**src/rtl/rfphoenix_mem_req_queue.sv**
```systemverilog
// ============================================================================
// Module   : rfphoenix_mem_req_queue
// Purpose  : In-order per-core memory request queue with thread rollback
//            squash and per-thread outstanding-load bitmaps.
// Revision : 1.0 - initial release
// ============================================================================
`default_nettype none

module rfphoenix_mem_req_queue #(
    parameter  int NTHREADS = 4,
    parameter  int DEP      = 16,
    parameter  int AWID     = 32,
    parameter  int DWID     = 128,
    parameter  int TGTW     = 7,
    localparam int TW       = (NTHREADS > 1) ? $clog2(NTHREADS) : 1,
    localparam int PW       = $clog2(DEP),
    localparam int CW       = PW + 1
) (
    input  logic                    clk,
    input  logic                    rst,
    input  logic                    req_v,
    output logic                    req_rdy,
    input  logic [TW-1:0]           req_thread,
    input  logic [TGTW-1:0]         req_tgt,
    input  logic                    req_load,
    input  logic [AWID-1:0]         req_adr,
    input  logic [DWID-1:0]         req_dat,
    input  logic [NTHREADS-1:0]     rollback,
    input  logic                    rsp_done,
    input  logic [TW-1:0]           rsp_thread,
    input  logic [TGTW-1:0]         rsp_tgt,
    output logic                    mem_req_v,
    input  logic                    mem_req_rdy,
    output logic [TW-1:0]           mem_thread,
    output logic [TGTW-1:0]         mem_tgt,
    output logic                    mem_load,
    output logic [AWID-1:0]         mem_adr,
    output logic [DWID-1:0]         mem_dat,
    output logic                    mem_kill,
    output logic [CW-1:0]           cnt,
    output logic                    empty,
    output logic [NTHREADS*128-1:0] pending
);

    localparam int c_NREG = 128;

    typedef enum logic [0:0] {
        S_IDLE  = 1'b0,
        S_ISSUE = 1'b1
    } state_t;

    logic [DEP-1:0]  r_v;
    logic [TW-1:0]   r_thr  [DEP];
    logic [TGTW-1:0] r_tgt  [DEP];
    logic            r_load [DEP];
    logic [AWID-1:0] r_adr  [DEP];
    logic [DWID-1:0] r_dat  [DEP];

    logic [PW-1:0]   r_wr_ptr;
    logic [PW-1:0]   r_rd_ptr;
    logic [CW-1:0]   r_cnt;
    state_t          r_state;

    logic            r_mem_v;
    logic [TW-1:0]   r_mem_thread;
    logic [TGTW-1:0] r_mem_tgt;
    logic            r_mem_load;
    logic [AWID-1:0] r_mem_adr;
    logic [DWID-1:0] r_mem_dat;
    logic            r_mem_kill;

    logic [NTHREADS*c_NREG-1:0] r_pending;
    logic [NTHREADS*c_NREG-1:0] w_pend_nxt;

    logic w_full;
    logic w_empty;
    logic w_enq;
    logic w_head_live;
    logic w_pop;
    logic w_set;

    assign w_full      = (r_cnt == CW'(DEP));
    assign w_empty     = (r_cnt == '0);
    assign w_enq       = req_v & ~w_full;
    assign w_head_live = ~w_empty & r_v[r_rd_ptr] & ~rollback[r_thr[r_rd_ptr]];
    assign w_set       = w_enq & req_load & ~rollback[req_thread];

    // IDLE drains one entry per cycle (dead ones silently); ISSUE pops only on a live back-to-back hand-off
    always_comb begin
        w_pop = 1'b0;
        case (r_state)
            S_IDLE:  w_pop = ~w_empty;
            S_ISSUE: w_pop = mem_req_rdy & w_head_live;
            default: w_pop = 1'b0;
        endcase
    end

    always_ff @(posedge clk or posedge rst) begin
        if (rst) begin
            r_v <= '0;
        end else begin
            for (int i = 0; i < DEP; i++) begin
                if (rollback[r_thr[i]]) r_v[i] <= 1'b0;
            end
            if (w_enq) r_v[r_wr_ptr] <= ~rollback[req_thread];
        end
    end

    always_ff @(posedge clk) begin
        if (w_enq) begin
            r_thr[r_wr_ptr]  <= req_thread;
            r_tgt[r_wr_ptr]  <= req_tgt;
            r_load[r_wr_ptr] <= req_load;
            r_adr[r_wr_ptr]  <= req_adr;
            r_dat[r_wr_ptr]  <= req_dat;
        end
    end

    always_ff @(posedge clk or posedge rst) begin
        if (rst) begin
            r_wr_ptr     <= '0;
            r_rd_ptr     <= '0;
            r_cnt        <= '0;
            r_state      <= S_IDLE;
            r_mem_v      <= 1'b0;
            r_mem_thread <= '0;
            r_mem_tgt    <= '0;
            r_mem_load   <= 1'b0;
            r_mem_adr    <= '0;
            r_mem_dat    <= '0;
            r_mem_kill   <= 1'b0;
        end else begin
            if (w_enq) r_wr_ptr <= r_wr_ptr + 1'b1;
            if (w_pop) r_rd_ptr <= r_rd_ptr + 1'b1;
            case ({w_enq, w_pop})
                2'b10:   r_cnt <= r_cnt + 1'b1;
                2'b01:   r_cnt <= r_cnt - 1'b1;
                default: r_cnt <= r_cnt;
            endcase

            if ((r_state == S_IDLE || mem_req_rdy) && w_head_live) begin
                r_mem_thread <= r_thr[r_rd_ptr];
                r_mem_tgt    <= r_tgt[r_rd_ptr];
                r_mem_load   <= r_load[r_rd_ptr];
                r_mem_adr    <= r_adr[r_rd_ptr];
                r_mem_dat    <= r_dat[r_rd_ptr];
            end

            case (r_state)
                S_IDLE: begin
                    if (w_head_live) begin
                        r_mem_kill <= 1'b0;
                        r_mem_v    <= 1'b1;
                        r_state    <= S_ISSUE;
                    end
                end
                S_ISSUE: begin
                    if (mem_req_rdy) begin
                        if (w_head_live) begin
                            r_mem_kill <= 1'b0;
                        end else begin
                            r_mem_v <= 1'b0;
                            r_state <= S_IDLE;
                        end
                    end else if (rollback[r_mem_thread]) begin
                        r_mem_kill <= 1'b1;
                    end
                end
                default: r_state <= S_IDLE;
            endcase
        end
    end

    // Set beats clear on the same bit; a thread rollback wipes its bitmap regardless
    always_comb begin
        w_pend_nxt = r_pending;
        if (rsp_done) w_pend_nxt[{rsp_thread, rsp_tgt}] = 1'b0;
        if (w_set)    w_pend_nxt[{req_thread, req_tgt}] = 1'b1;
        for (int n = 0; n < NTHREADS; n++) begin
            if (rollback[n]) w_pend_nxt[n*c_NREG +: c_NREG] = '0;
        end
    end

    always_ff @(posedge clk or posedge rst) begin
        if (rst) r_pending <= '0;
        else     r_pending <= w_pend_nxt;
    end

    assign req_rdy    = ~w_full;
    assign cnt        = r_cnt;
    assign empty      = w_empty;
    assign pending    = r_pending;
    assign mem_req_v  = r_mem_v;
    assign mem_thread = r_mem_thread;
    assign mem_tgt    = r_mem_tgt;
    assign mem_load   = r_mem_load;
    assign mem_adr    = r_mem_adr;
    assign mem_dat    = r_mem_dat;
    assign mem_kill   = r_mem_kill;

endmodule

`default_nettype wire

```
**config.mk**
```make
export PLATFORM = sky130hd
export DESIGN_NAME = rfphoenix_mem_req_queue
export DESIGN_NICKNAME = d
export VERILOG_FILES = /design/src/rtl/rfphoenix_mem_req_queue.sv
export SDC_FILE = /design/constraint.sdc
export NUM_CORES = 2
export LEC_CHECK = 0
export CAP_MARGIN = 30
export CORE_MARGIN = 3
export CORE_UTILIZATION = 55
export DETAILED_ROUTE_END_ITERATION = 6
export GPL_ROUTABILITY_DRIVEN = 0
export PLACE_DENSITY = 0.75
export SETUP_SLACK_MARGIN = 0.4
export SYNTH_ARGS = -nofsm -noshare
export SYNTH_HDL_FRONTEND = slang
export SYNTH_SLANG_ARGS = --single-unit
```
**constraint.sdc**
```tcl
create_clock -name clk -period 32.4 [get_ports clk]
set_clock_uncertainty 0.2 [all_clocks]
set_input_delay 6.48 -clock clk [delete_from_list [all_inputs] [get_ports clk]]
set_output_delay 6.48 -clock clk [all_outputs]
set_load 0.03 [all_outputs]
```
# Yosys cells after proc, flatten, opt, wreduce, memory -nomap -nowiden
# Memories as Yosys holds them, arrays and structs flattened. A register that Yosys moved wholly into a read port is not among the register bits.
# Index checks and enable logic that the tools add are counted.
word_totals:
  inputBits: 188
  register_bits: 546
  word_cells: 158
  mem_bits_rw: 2720
  memories: 5
  out_inout_bits: 691
mem_list:
  columns: ["name", "depth", "word_bits", "read_ports", "rd_ports_with_merged_regs", "write_ports", "line_no", "rtl"]
  rows:
  - ["r_dat", 16, 128, 1, 1, 1, "57", "logic [DWID-1:0] r_dat [DEP];"]
  - ["r_adr", 16, 32, 1, 1, 1, "56", "logic [AWID-1:0] r_adr [DEP];"]
  - ["r_tgt", 16, 7, 1, 1, 1, "54", "logic [TGTW-1:0] r_tgt [DEP];"]
  - ["r_thr", 16, 2, 17, 0, 1, "53", "logic [TW-1:0] r_thr [DEP];"]
  - ["r_load", 16, 1, 1, 1, 1, "55", "logic r_load [DEP];"]
classes:
  n_bitwise: 14
  reduce_logical: 8
  muxes: 85
  n_eq_ne: 7
  n_addsub: 4
  n_lt_le_gt_ge: 26
op_table:
  columns: ["operator", "count"]
  rows:
  - ["2-to-1 mux 512 bit", 2]
  - ["bitwise AND 512 bit", 1]
  - ["2-to-1 mux 128 bit", 4]
  - ["inverter 512 bit", 1]
  - ["OR 512 bit", 1]
  - ["< comparator 2 x 3 -> 1 bit, second input constant", 19]
  - ["2-to-1 mux 1 bit", 49]
  - ["binary-select mux 1 bit (select 2 bit)", 19]
  - ["< comparator 9 x 10 -> 1 bit, second input constant", 2]
  - ["demux 1 bit (select 9 bit)", 2]
  - ["greater-or-equal comparator 9 x 1 -> 1 bit, second input constant", 2]
  - ["bitwise mux 16 bit", 1]
  - ["2-to-1 mux 16 bit", 1]
  - ["< comparator 4 x 5 -> 1 bit, second input constant", 2]
  - ["one-hot mux 5 bit (2 select lines)", 1]
  - ["adder 4 x 1 -> 4 bit, second input constant", 2]
  - ["one-hot mux 1 bit (2 select lines)", 4]
  - ["bitwise AND 1 bit", 6]
  - ["!= test 2 bit, second input constant", 3]
  - ["adder 5 x 1 -> 5 bit, second input constant", 1]
  - ["== test 5 bit, second input constant", 1]
  - ["logical NOT 5 bit", 1]
  - ["inverter 1 bit", 5]
  - ["subtractor 5 x 1 -> 5 bit, second input constant", 1]
  - ["10 further kinds", 13]

# Depth between registers and ports, before layout
depth:
  ltp_word: 10
  ltp_mapped: 18
  ltp_nobuf: 15

# Worst setup path after synthesis
# Ideal clock, no wire load.
synth_timing:
  path_kind: "input -> register"
  from: "input port req_v"
  to: "register r_v[3]"
  arrival_ns: 18.993
  path_buffers: 1
  required_time_ns: 31.608
  path_stages: 5
  setup_time_ns: 0.592
  slack_ns: 12.615
  cell_sequence: "and2_1 -> clkbuf_1 -> nand2_1 -> nor3_1 -> mux2i_1"
synth_between:
  elab_chain_cells: 2
synth_rtl:
  columns: ["item", "line_no", "rtl"]
  rows:
  - ["start, declared", "21", "input logic req_v,"]
  - ["bitwise AND 1 bit", "84", "assign w_enq = req_v & ~w_full;"]
  - ["2-to-1 mux 16 bit", "105", "if (w_enq) r_v[r_wr_ptr] <= ~rollback[req_thread];"]
  - ["end signal, assigned by index", "105", null]
  - ["end, declared", "52", "logic [DEP-1:0] r_v;"]
# Every way passes these cells.
# A chain may end at the register's enable or synchronous reset.

==> results by group <==
Run status
  • Status: finished, violations left
  • Violations in the final reports: DRC

Worst setup path
  • Startpoint kind of the worst setup timing path: input port
  • Worst-path fanout max: 157
  • Worst Path Class, Setup: input port to async pin
  • Worst reg2reg path startpoint: r_rd_ptr[0]
  • Crit end category: async pin
  • Crit path arrival time: about 11 ns
  • Start point of the critical path: rst
  • Required time at the endpoint of the critical path: 33.20 ns

Yosys
  • Part of the Yosys area used for sequential elements: 0.746
  • Area contributors post-synth: edfxtp_1 61%, dfrtp_1 13%, mux4_2 7.6%, mux2i_1 4.4%, o21ai_0 2.5%
  • Share of the synthesized area in the top cell type: 0.612
  • Async S/R FF share, synth: 0.208
  • Gate count of the mapped netlist: roughly 7,700
  • Number of synthesized flops with an enable pin: 2,720
  • Post-synthesis area per instance: roughly 17 µm²
  • Synth warnings: 0
  • Post-synthesis sequential element count: 3,434
  • Count of distinct cell types in the synthesized netlist: 56
  • Dominant register cell in the synthesized netlist: edfxtp_1
  • Post-synth net total: a little under 8,000
  • Cell type with the highest aggregate area in the netlist: edfxtp_1
  • Post-Syn Area: about 130,000 µm²

STA
  • Setup ws final: 22.05 ns
  • Final critical-path share of the clock period: 0.319
  • Worst slew margin relative to its limit: 0.166
  • Number of max-slew violations in the final report: 0
  • Max frequency: between 0.09 and 0.1 GHz
  • Final setup vio count: 0
  • Sum of negative setup slack: 0 ns
  • RSZ-0062 raised after global routing: no
  • Fin. Hold Viols: 0
  • Crit path time final: ~10 ns
  • Worst-Margin Slew: 1.25 ns

GRT
  • Initial antenna violation count: 83
  • Total global routing overflow: 0
  • Largest net degree at the start of global routing: ~160
  • GRT Resource Usage Total: 0.308
  • Via count of the first global-routing pass: a little under 80,000
  • Wire length of the first global-routing pass: around 560,000 µm

CTS
  • Reg clk slew, reported paths: 0.06 ns
  • Cts hold-fix bufs: 0
  • Clock sinks: 3,434
  • Number of buffers added by the clock tree synthesis step: approximately 350
  • Skew-Pair Late Insertion Delay: roughly 0.98 ns
  • Longest Clk Path Bufs: 4
  • H-Tree Level Count: 5
  • Clock tree from TritonCTS: yes
  • Quantity of gates resized following cts: 0
  • Clock root buffer: clkbuf_16
  • Post-CTS repair timing setup buffer count: 0

Power
  • Power Dens Cells: ~85 nW/µm²
  • Maximum vdd drop: about 0.0001 V
  • Static leakage: about 54 nW

Floorplan
  • Core area: 241,000 µm²
  • Total I/O pin count: approximately 900
  • Die area: about 250,000 µm²
  • Row cnt: 180
  • Initial Util: 0.554
  • Width of the die: around 500 µm
  • Chip height: between 400 and 500 µm

Worst hold path
  • Class of the most critical hold timing path: flop to flop
  • Hold path startpoint: mem_dat[115]

Detailed routing
  • DR vias: between 70,000 and 80,000
  • Detailed-routing iteration count for the pre-antenna-repair pass: 7
  • Wire length per cell after detailed routing: ~32 µm
  • Drt via density: 6.60
  • First-iteration detailed-routing DRC count: between 10,000 and 15,000
  • Total wire length: roughly 390,000 µm
  • ANT nets after route: 0
  • Remaining routing DRC violations: 30

Finish
  • Final nets: between 8,000 and 9,000
  • Area delta synth->final: 18.3%
  • Fraction of final layout cells with drive strength greater than 1: 0.157
  • Area of all placed cells without fillers: about 160,000 µm²

Placement
  • Dpl ws: 20.58 ns
  • Count of input and output buffers: 878
  • Detailed placer's ending HPWL: 221,000 µm
  • Area after detailed placement: around 150,000 µm²

Flow run
  • Max Cap Viol: 0
## per-layer routing
layer	GRT usage	part of all wire	wire length, µm
met2	0.470	0.47	182000
met1	0.414	0.37	144000
met3	0.0819	0.11	43300
met5	0	0.00055	215
met4	0.156	0.054	21200
## cells in the mapped netlist (2+ instances only)
library cell     n
edfxtp_1      2720
dfrtp_1        714
nand2_1        713
o21ai_0        656
mux2i_1        585
a21oi_1        518
mux4_2         449
clkbuf_1       368
a221oi_1       276
a22oi_1        141
buf_2          132
mux2_4          99
mux2_2          72
nor2_1          59
nand2b_1        25
nor3_1          23
nor2b_1         20
buf_6           12
inv_1           11
and3_1          10
buf_4           10
buf_1            9
ha_1             8
nand3_1          6
xor2_1           6
nor3b_1          5
and2_1           4
nand3b_1         4
xnor2_1          4
a21o_1           3
nor4_1           3
nor4b_1          3
a211o_1          2
a221oi_2         2
a22o_1           2
a311o_1          2
and3b_1          2
nand4_1          2
or3b_2           2
## power by group
group | switching [mW] | internal (mW) | leakage, nW | total [mW]
combinational | 2.31 | 1.66 | 14.7 | 3.97
clock | 1.65 | 2.32 | 5.52 | 3.97
sequential | 0.223 | 5.25 | 34.1 | 5.48
total | 4.18 | 9.24 | 54.3 | 13.4
## cells in the final DEF (no fill, tap or decap), drive strengths merged, types with 10 or more instances in the layout
cell type,instances
a21oi,518
a221oi,278
a22oi,143
and3,10
buf,208
bufinv,28
clkbuf,459
clkdlybuf4s50,874
clkinv,117
clkinvlp,12
dfrtp,714
diode,54
edfxtp,2720
inv,23
mux2,171
mux2i,585
mux4,449
nand2,713
nand2b,25
nor2,60
nor2b,20
nor3,23
o21ai,657
## worst max-delay path: stages
cell and delay [ns]:
clkdlybuf4s50_1 0.49, inv_8 0.39, buf_4 0.65, buf_4 0.72, buf_12 0.58, buf_4 0.77
buf_4 0.71
## per-stage QoR
step           utilization  hold WS, ns  total power, mW  cells
6_report             0.655        0.308             13.4  12100
5_1_grt              0.655        0.324             13.9  12100
4_1_cts              0.653        0.309             13.5  12000
3_5_place_dp         0.607        0.295             9.51  11400
3_3_place_gp         0.604        0.293             9.39  11400
2_1_floorplan            -        0.283             8.25   7699
## cell type report
cell class                      instances  area [µm²]
Fill cell                           15800       83100
Timing Repair Buffer                 1082       11100
Sequential cell                      3434       99600
Multi-Input combinational cell       3723       31900
Inverter                               11        56.3
Clock inverter                        169        1610
Tap cell                             3185        3990
Clock buffer                          459        9660
Antenna cell                           54         135
## kinds of logic (layout without fill, tap and decap cells)
kind of cell,Yosys count,in the layout,share of synthesized area
flops,3434,3434,0.746
mux,1205,1205,0.137
fa+ha+maj,8,8,0.000750
other cells,0,54,0
buf+inv,542,1721,0.0174
compound gates,1615,1615,0.0719
xor+xnor,10,10,0.000656
simple gates,885,885,0.0270
## sequential cells by signal (all words and copies together) (netlist names), 2 cells and up
signal      count
mem_dat       128
pending       512
r_thr          32
r_adr         512
r_tgt         112
r_load         16
r_wr_ptr        4
r_dat        2048
r_rd_ptr        4
cnt             5
mem_thread      2
mem_adr        32
mem_tgt         7
r_v            16
## path summary, 6_finish.rpt
| kind | slack [ns] | to | depth (start not counted) |
|---|---|---|---|
| setup / recovery | 22.05 | pending[62] | 7 |
| hold / removal | 0.31 | mem_dat[115] | 1 |
| setup reg to reg | 26.45 | mem_adr[0] | 10 |
| hold reg to reg | 0.31 | mem_dat[115] | 1 |
| max in group clk | 22.57 | empty | 4 |
| min in group asynchronous | 5.74 | mem_dat[13] | 2 |
No activity file was read; power rests on OpenSTA's default activity.
